[config.mk]
export PLATFORM = sky130hd
export DESIGN_NAME = conv2_window_feeder
export DESIGN_NICKNAME = d
export VERILOG_FILES = /design/src/rtl/conv2_window_feeder.sv
export SDC_FILE = /design/constraint.sdc
export NUM_CORES = 1
export LEC_CHECK = 0
export ABC_CLOCK_PERIOD_IN_PS = 5000
export CAP_MARGIN = 20
export CELL_PAD_IN_SITES_DETAIL_PLACEMENT = 1
export CELL_PAD_IN_SITES_GLOBAL_PLACEMENT = 1
export CORE_ASPECT_RATIO = 2
export CORE_UTILIZATION = 38
export DETAILED_ROUTE_END_ITERATION = 7
export GPL_TIMING_DRIVEN = 0
export PLACE_DENSITY_LB_ADDON = 0.12
export SYNTH_ARGS = -nofsm -noshare
export SYNTH_HDL_FRONTEND = slang
export SYNTH_SLANG_ARGS = --single-unit
[constraint.sdc]
create_clock -name clk -period 5 [get_ports clk]
set_input_delay 0.5 -clock clk [delete_from_list [all_inputs] [get_ports clk]]
set_output_delay 0.5 -clock clk [all_outputs]
set_load 0.01 [all_outputs]
[src/rtl/conv2_window_feeder.sv]
// Sliding-window feeder for the conv2 layer: four channel histories, KERNEL taps each,
// emitting aligned windows on a valid/ready port with frame tracking and flush.
//
// state    | meaning
// ---------+----------------------------------------------
// ST_EMPTY | no window pending, inputs flow freely
// ST_HOLD  | window on win1..win4 is valid, waiting for w_ready
module conv2_window_feeder #(
    parameter int DATA_W  = 8,
    parameter int KERNEL  = 5,
    parameter int SEQ_LEN = 64,
    parameter int STRIDE  = 1
) (
    input  logic                       clk,
    input  logic                       rst,
    input  logic                       flush,
    input  logic                       s_valid,
    output logic                       s_ready,
    input  logic signed [DATA_W-1:0]   s_ch1,
    input  logic signed [DATA_W-1:0]   s_ch2,
    input  logic signed [DATA_W-1:0]   s_ch3,
    input  logic signed [DATA_W-1:0]   s_ch4,
    output logic [KERNEL*DATA_W-1:0]   win1,
    output logic [KERNEL*DATA_W-1:0]   win2,
    output logic [KERNEL*DATA_W-1:0]   win3,
    output logic [KERNEL*DATA_W-1:0]   win4,
    output logic                       w_valid,
    input  logic                       w_ready,
    output logic                       w_last,
    output logic [15:0]                win_idx,
    output logic                       en
);

    localparam int WIN_W  = KERNEL * DATA_W;
    localparam int CNT_W  = $clog2(SEQ_LEN + 1);
    localparam int FILL_W = $clog2(KERNEL + 1);
    localparam int STR_W  = (STRIDE > 1) ? $clog2(STRIDE) : 1;

    localparam logic [CNT_W-1:0]  LAST_CNT = CNT_W'(SEQ_LEN - 1);
    localparam logic [FILL_W-1:0] FILL_PRE = FILL_W'(KERNEL - 1);
    localparam logic [FILL_W-1:0] FILL_MAX = FILL_W'(KERNEL);
    localparam logic [STR_W-1:0]  STR_LAST = STR_W'(STRIDE - 1);

    typedef enum logic {ST_EMPTY, ST_HOLD} state_t;

    state_t             state_q, state_d;
    logic [CNT_W-1:0]   sample_q;
    logic [FILL_W-1:0]  fill_q;
    logic [STR_W-1:0]   stride_q;
    logic [WIN_W-1:0]   hist_q [4];
    logic [DATA_W-1:0]  s_ch   [4];

    logic handshake, accept, fill_done, emit, frame_end;

    assign s_ch[0] = s_ch1;
    assign s_ch[1] = s_ch2;
    assign s_ch[2] = s_ch3;
    assign s_ch[3] = s_ch4;

    assign handshake = w_valid & w_ready;
    assign accept    = s_valid & s_ready;
    assign fill_done = (fill_q >= FILL_PRE);
    assign emit      = accept & fill_done & (stride_q == '0);
    assign frame_end = accept & (sample_q == LAST_CNT);

    always_ff @(posedge clk or negedge rst) begin
        if (!rst) begin
            state_q <= ST_EMPTY;
        end else begin
            state_q <= state_d;
        end
    end

    always_comb begin
        state_d = state_q;
        if (flush) begin
            state_d = ST_EMPTY;
        end else if (emit) begin
            state_d = ST_HOLD;
        end else if (handshake) begin
            state_d = ST_EMPTY;
        end
    end

    // s_ready looks straight through to w_ready so a window can drain while the next sample lands
    always_comb begin
        w_valid = (state_q == ST_HOLD);
        en      = w_valid & w_ready;
        s_ready = !flush & (!w_valid | w_ready);
    end

    always_ff @(posedge clk or negedge rst) begin
        if (!rst) begin
            sample_q <= '0;
            fill_q   <= '0;
            stride_q <= '0;
            win_idx  <= '0;
            w_last   <= 1'b0;
        end else if (flush) begin
            sample_q <= '0;
            fill_q   <= '0;
            stride_q <= '0;
            win_idx  <= '0;
            w_last   <= 1'b0;
        end else begin
            if (handshake) begin
                win_idx <= w_last ? 16'd0 : win_idx + 16'd1;
                w_last  <= 1'b0;
            end
            if (emit) begin
                w_last <= frame_end;
            end
            if (accept) begin
                if (frame_end) begin
                    sample_q <= '0;
                    fill_q   <= '0;
                    stride_q <= '0;
                end else begin
                    sample_q <= sample_q + CNT_W'(1);
                    if (fill_q != FILL_MAX) begin
                        fill_q <= fill_q + FILL_W'(1);
                    end
                    if (fill_done) begin
                        stride_q <= (stride_q == STR_LAST) ? '0 : stride_q + STR_W'(1);
                    end
                end
            end
        end
    end

    // newest sample enters at the top lane, oldest sits in bits [DATA_W-1:0]
    always_ff @(posedge clk or negedge rst) begin
        if (!rst) begin
            for (int c = 0; c < 4; c++) begin
                hist_q[c] <= '0;
            end
        end else if (accept) begin
            for (int c = 0; c < 4; c++) begin
                hist_q[c] <= {s_ch[c], hist_q[c][WIN_W-1:DATA_W]};
            end
        end
    end

    assign win1 = hist_q[0];
    assign win2 = hist_q[1];
    assign win3 = hist_q[2];
    assign win4 = hist_q[3];

endmodule

==> impl_metrics.json, run 1 <==
{
  "drive_above_1_share_pct": 5.97,
  "antenna_found_initial": 0,
  "num_antenna_cells": 0,
  "power.density_mw_per_mm2": 407,
  "post-route-drc-count": 0,
  "rsz0062_at_grt": "false",
  "layout_commonest_cell": "nand2_1",
  "nNetsFinal": 1116,
  "cts_tree": "built",
  "first_pass_iters": 4,
  "layout_common_cells": "493 x nand2_1, 215 x clkdlybuf4s50_1, 188 x dfrtp_1",
  "dpl.hpwl_mm": 16.6,
  "place_area_sq_mm": 0.0100,
  "endpoint_kind": "primary output",
  "ant_nets": 0,
  "grt_overflow": 0,
  "clk_path_buf_depth": 2,
  "grt_pass1_vias": 6866,
  "row_count": 72,
  "grt_usage_pct": 23.1,
  "syn-num-nets": 880,
  "crit_path_start_kind": "input pin",
  "path_cells": "clkdlybuf4s50_1 > nor2b_1 > nor2_1 > clkdlybuf4s50_1",
  "fmax_mhz": 421,
  "start_util_pct": 38.7,
  "post-route-util_pct": 54.9,
  "final.min_clock_period_ns": 2.38,
  "clock_latency_ns": 0.43,
  "finalSetupViolations": 0,
  "syn_area_sq_mm": 0.00750,
  "grt_pass1_wl_mm": 35.8,
  "gp_congestion": 0.785,
  "drv_cap": 0,
  "clk_pin_slew_ns": 0.07,
  "die_w_microns": 101,
  "io_buffer_count": 216,
  "syn_area_per_cell_sq_um": 8.94,
  "slew_viol_final": 0,
  "postCtsSetupRepairBufs": 0,
  "dieArea_sq_mm": 0.0203,
  "cts_made_buffers": 17,
  "ys_warn_count": 0,
  "die_h_microns": 201,
  "ys_ff_latch": 188,
  "synth_cell_types": 43,
  "slew-limit-headroom_pct": 46.5,
  "synth_seq_area_share_pct": 62.7,
  "totalWireLength_mm": 22.3,
  "core_sq_mm": 0.0194,
  "fin_area_sq_mm": 0.0106,
  "num_vias": 6486,
  "worstMarginPinSlew_ns": 0.798,
  "ys.flop_type": "dfrtp_1",
  "criticalPathCategory": "input pin to primary output",
  "arrival_ns": 1.88,
  "p_leak_nw": 5.29,
  "power.total_mw": 4.33,
  "status": "completed",
  "cts_root_buffer": "clkbuf_16",
  "finClkSkew_ns": 0.00824,
  "ctsHtreeMaxLevel": 4,
  "hold_viol_final": 0,
  "synth_edf_count": 0,
  "vdd_ir_drop_max_mv": 0.249,
  "timing.final.crit_share_pct": 47.5,
  "slowest_stage": "clkdlybuf4s50_1",
  "grt_max_degree": 99,
  "area.growth.synth_to_final_pct": 41.9,
  "cts.sinks": 188,
  "crit_path_max_incr_delay_ns": 0.49,
  "critPathRequiredTime_ns": 4.50,
  "async_reset_ff_share_pct": 100,
  "cts_hold_buffers": 0,
  "cts-resized-gates": 0,
  "critPathMostFrequentCell": "clkdlybuf4s50_1",
  "cp_max_fo": 5,
  "min-delay-path-class": "input pin to async pin",
  "synthCells": 839,
  "io_pins": 217,
  "wl_per_cell_microns": 16.6,
  "via_per_inst": 4.82,
  "drtIter0Drc": 218,
  "n_fill_cell": 2263
}
## cell usage after synthesis (2+ instances only)
library cell / count / area (sq um)
a21oi_1: 16 / 80.1
a22o_1: 3 / 26.3
a31oi_1: 8 / 50.1
and2_1: 2 / 12.5
buf_2: 21 / 105
clkbuf_1: 17 / 63.8
dfrtp_1: 188 / 4700
ha_1: 4 / 50.1
inv_1: 6 / 22.5
nand2_1: 493 / 1850
nand2b_1: 2 / 12.5
nand3_1: 4 / 20.0
nand4_1: 6 / 37.5
nor2_1: 9 / 33.8
nor2b_1: 2 / 12.5
nor3_1: 5 / 25.0
nor4_1: 2 / 12.5
o21ai_0: 20 / 100
or3_1: 6 / 37.5
or4b_2: 2 / 20.0
## area by class of cell
type	count	area [sq um]	share of cell area, %
Sequential cell	188	4700	44.2
Clock inverter	12	185	1.74
Timing Repair Buffer	217	2190	20.6
Clock buffer	20	437	4.10
Buffer	39	183	1.72
Multi-Input combinational cell	606	2590	24.4
Tap cell	259	324	3.05
Inverter	6	22.5	0.212
## metrics by stage
step	TNS (ns)	hold WS (ns)	cells	setup WS, ns
after floorplan	0	0.204	839	3.27
after global placement	-896.77	0.457	1314	-4.80
final	0	0.0223	1347	2.62
after CTS	0	0.106	1347	2.56
after detailed placement	0	0.463	1315	2.16
after global routing	0	0.125	1347	2.52
## cell families (layout without fill, tap and decap cells)
logic type / Yosys count / after routing / share of synthesized area (%)
xor gates and xnor gates: 1 / 1 / 0.117
adders and majority gates: 4 / 4 / 0.667
and+or+nand+nor: 547 / 547 / 29.3
buffers and inverters: 45 / 294 / 2.74
AOI/OAI and AO/OA: 54 / 54 / 4.49
DFF: 188 / 188 / 62.7
## registers in the layout, indices dropped and copies added, names as in the netlist
register,count
fill_q,3
win1,40
w_last,1
w_valid,1
win4,40
win3,40
win_idx,16
win2,40
sample_q,7
## per-layer routing
metal / track usage, % / vias up / routed length [microns]
li1: - / 3113 / -
met1: 22.8 / 3184 / 7900
met2: 44.7 / 165 / 12800
met3: 6.41 / 24 / 1220
met4: 7.19 / 0 / 415
met5: 0 / - / 0
## critical path: cells and delay by family
family                 cells  cell delay, ns
buffers and inverters      2            0.98
AND/OR/NAND/NOR            2            0.40
## final timing paths
path,startpoint,end,slack (ns),cells after the start
worst min-delay path,rst,win_idx[6],0.02,1
worst max register to register,w_valid,win3[9],2.83,6
max in group asynchronous,rst,win2[1],4.01,2
worst max-delay path,w_ready,s_ready,2.62,4
min in group clk,win3[4],win3[4],0.48,2
worst min register to register,win3[4],win3[4],0.48,2
## power by group
group,switching (mW),internal [mW],leakage (nW)
combinational,0.440,0.502,2.53
clock,0.605,0.846,0.300
sequential,0.193,1.75,2.46
(Power assumes the default switching activity.)
==> run 2, diff against run 1 <==
--- a/config.mk
+++ b/config.mk
@@ -5,12 +5,12 @@
 export SDC_FILE = /design/constraint.sdc
 export NUM_CORES = 1
 export LEC_CHECK = 0
-export ABC_CLOCK_PERIOD_IN_PS = 5000
+export ABC_CLOCK_PERIOD_IN_PS = 2300
 export CAP_MARGIN = 20
 export CELL_PAD_IN_SITES_DETAIL_PLACEMENT = 1
 export CELL_PAD_IN_SITES_GLOBAL_PLACEMENT = 1
 export CORE_ASPECT_RATIO = 2
-export CORE_UTILIZATION = 38
+export CORE_UTILIZATION = 35
 export DETAILED_ROUTE_END_ITERATION = 7
 export GPL_TIMING_DRIVEN = 0
 export PLACE_DENSITY_LB_ADDON = 0.12
==> constraint.sdc (replaced) <==
create_clock -name clk -period 2.3 [get_ports clk]
set_input_delay 0.23 -clock clk [delete_from_list [all_inputs] [get_ports clk]]
set_output_delay 0.23 -clock clk [all_outputs]
set_load 0.01 [all_outputs]
==> run 2 against run 1 <==
Compared with the run above: sequential cell count did not move; clock skew rose by 0.0021 ns; largest cell class unchanged; sequential power rose by 120%; first-iteration DRC count fell by 35%; critical path depth fell by 1; die area rose by 8.4%; highest routed layer unchanged; via count rose by 0.35%; hold slack improved by 0.31 ns; count of clock-buffer cells in the layout rose by 1; setup slack got worse by 2.4 ns; global-route usage fell by 1.3 points.
==> impl_metrics.json, run 2 (same netlist as run 1, synthesis figures left out) <==
{
  "grt_use_met3_pct": 5.30,
  "ff2ff_path_depth": 4,
  "cp_num_buf_inv": 1,
  "r2r-end": "fill_q[2]",
  "totalWireLength_mm": 23.1,
  "crit_start": "w_valid",
  "grt_max_degree": 101,
  "fmax_mhz": 485,
  "grt.met1_usage_pct": 22.7,
  "grt_overflow": 0,
  "clk_path_buf_depth": 2,
  "critPathRequiredTime_ns": 2.07,
  "layout_common_cells": "493 x nand2_1, 215 x clkdlybuf4s50_1, 188 x dfrtp_1",
  "crit_path_max_incr_delay_ns": 0.49,
  "p_leak_nw": 5.27,
  "dpl.hpwl_mm": 17.0,
  "grt.met2_usage_pct": 42.2,
  "num_antenna_cells": 0,
  "postCtsSetupRepairBufs": 0,
  "post-route-util_pct": 50.4,
  "timing.final.crit_share_pct": 89.6,
  "num_vias": 6509,
  "r2r_setup_slack_ns": 0.26,
  "cts_made_buffers": 17,
  "dieArea_sq_mm": 0.0221,
  "fin_ws_ns": 0.240,
  "status": "completed",
  "clk_pin_slew_ns": 0.07,
  "hold_start": "s_ch1[1]",
  "finClkSkew_ns": 0.0103,
  "core_sq_mm": 0.0210,
  "drv_cap": 0,
  "cts.sinks": 188,
  "power.total_mw": 9.10,
  "gp_congestion": 0.748,
  "crit_path_start_kind": "flip-flop",
  "r2r_start": "w_valid",
  "grt_usage_pct": 21.8,
  "ctsHtreeMaxLevel": 4,
  "wl_per_cell_microns": 17.0,
  "finalSetupViolations": 0,
  "row_count": 75,
  "drive_above_1_share_pct": 6.15,
  "io_pins": 217,
  "die_h_microns": 209,
  "worstHoldEndpoint": "win1[33]",
  "hold_viol_final": 0,
  "slew-limit-headroom_pct": 46.4,
  "criticalPathCategory": "flip-flop to primary output",
  "start_util_pct": 35.7,
  "min-delay-path-class": "input pin to flip-flop",
  "area.growth.synth_to_final_pct": 41.4,
  "arrival_ns": 1.83,
  "power.density_mw_per_mm2": 858,
  "endpoint_kind": "primary output",
  "hold_depth": 3,
  "first_pass_iters": 4,
  "slew_viol_final": 0,
  "vdd_ir_drop_max_mv": 0.449,
  "drtIter0Drc": 141,
  "post-route-drc-count": 0,
  "path_cells": "nor2b_1 > nor2_1 > clkdlybuf4s50_1",
  "grt_most_used_layer": "met2",
  "cts_root_buffer": "clkbuf_16",
  "clock_latency_ns": 0.43,
  "slowest_stage": "clkdlybuf4s50_1",
  "path_delay_family": "simple AND/OR/NAND/NOR gates",
  "antenna_found_initial": 0,
  "cts_tree": "built",
  "nNetsFinal": 1117,
  "die_w_microns": 106,
  "worstMarginPinSlew_ns": 0.804,
  "ant_nets": 0,
  "io_buffer_count": 216,
  "final.min_clock_period_ns": 2.06,
  "place_ws_ns": -0.254,
  "layout_commonest_cell": "nand2_1",
  "rsz0062_at_grt": "false",
  "via_per_inst": 4.79,
  "grt_pass1_vias": 6941,
  "grt_pass1_wl_mm": 37.1,
  "cp_max_fo": 6
}
## run 2: worst reg2reg max path: cells and delay by family, from the launching register on
family,cells,cell delay [ns]
DFF,1,0.44
AOI/OAI and AO/OA,1,0.72
and+or+nand+nor,3,0.76
## run 2: metal layers
layer	wire length, microns	share of wire [%]	vias to the layer above
li1	-	-	3112
met1	8640	37	3223
met2	13000	56	155
met3	1140	4.9	19
met4	316	1.4	0
met5	0	0	-
## run 2: worst max path at each step
stage,endpoint,slack [ns],cells after the start
final,s_ready,0.24,3
after global routing,win2[1],0.03,6
after CTS,win4[33],0.07,6
after detailed placement,win4[33],-0.25,7
after global placement,win1[0],-7.37,1
after floorplan,win_idx[4],0.57,5
## run 2: power breakdown
group | internal (mW) | switching (mW) | leakage [nW]
Clock | 1.48 | 1.33 | 0.274
Sequential | 3.80 | 0.430 | 2.46
Combinational | 1.09 | 0.959 | 2.54
Total | 6.38 | 2.72 | 5.27
## run 2: through the flow
stage	instances	setup TNS (ns)	cell area (sq um)	hold slack, ns
final	1358	0	10600	0.328
after CTS	1358	0	10600	0.308
after global placement	1324	-1413.46	10000	0.457
after floorplan	839	0	7500	-0.0656
after global routing	1358	0	10600	0.322
after detailed placement	1325	-25.13	10000	0.296
## run 2: cell type report
class                           instances  area (sq um)
Buffer                                 39           183
Sequential cell                       188          4700
Multi-Input combinational cell        606          2600
Timing Repair Buffer                  218          2200
Fill cell                            2454         10400
Clock buffer                           21           470
Clock inverter                         11          83.8
Tap cell                              269           337
Inverter                                6          22.5
## run 2: timing repair
action	CTS	global route
endpoints found under the hold margin	88	0
hold buffers	1	0
gates resized for setup	0	1
setup endpoints to repair	0	90
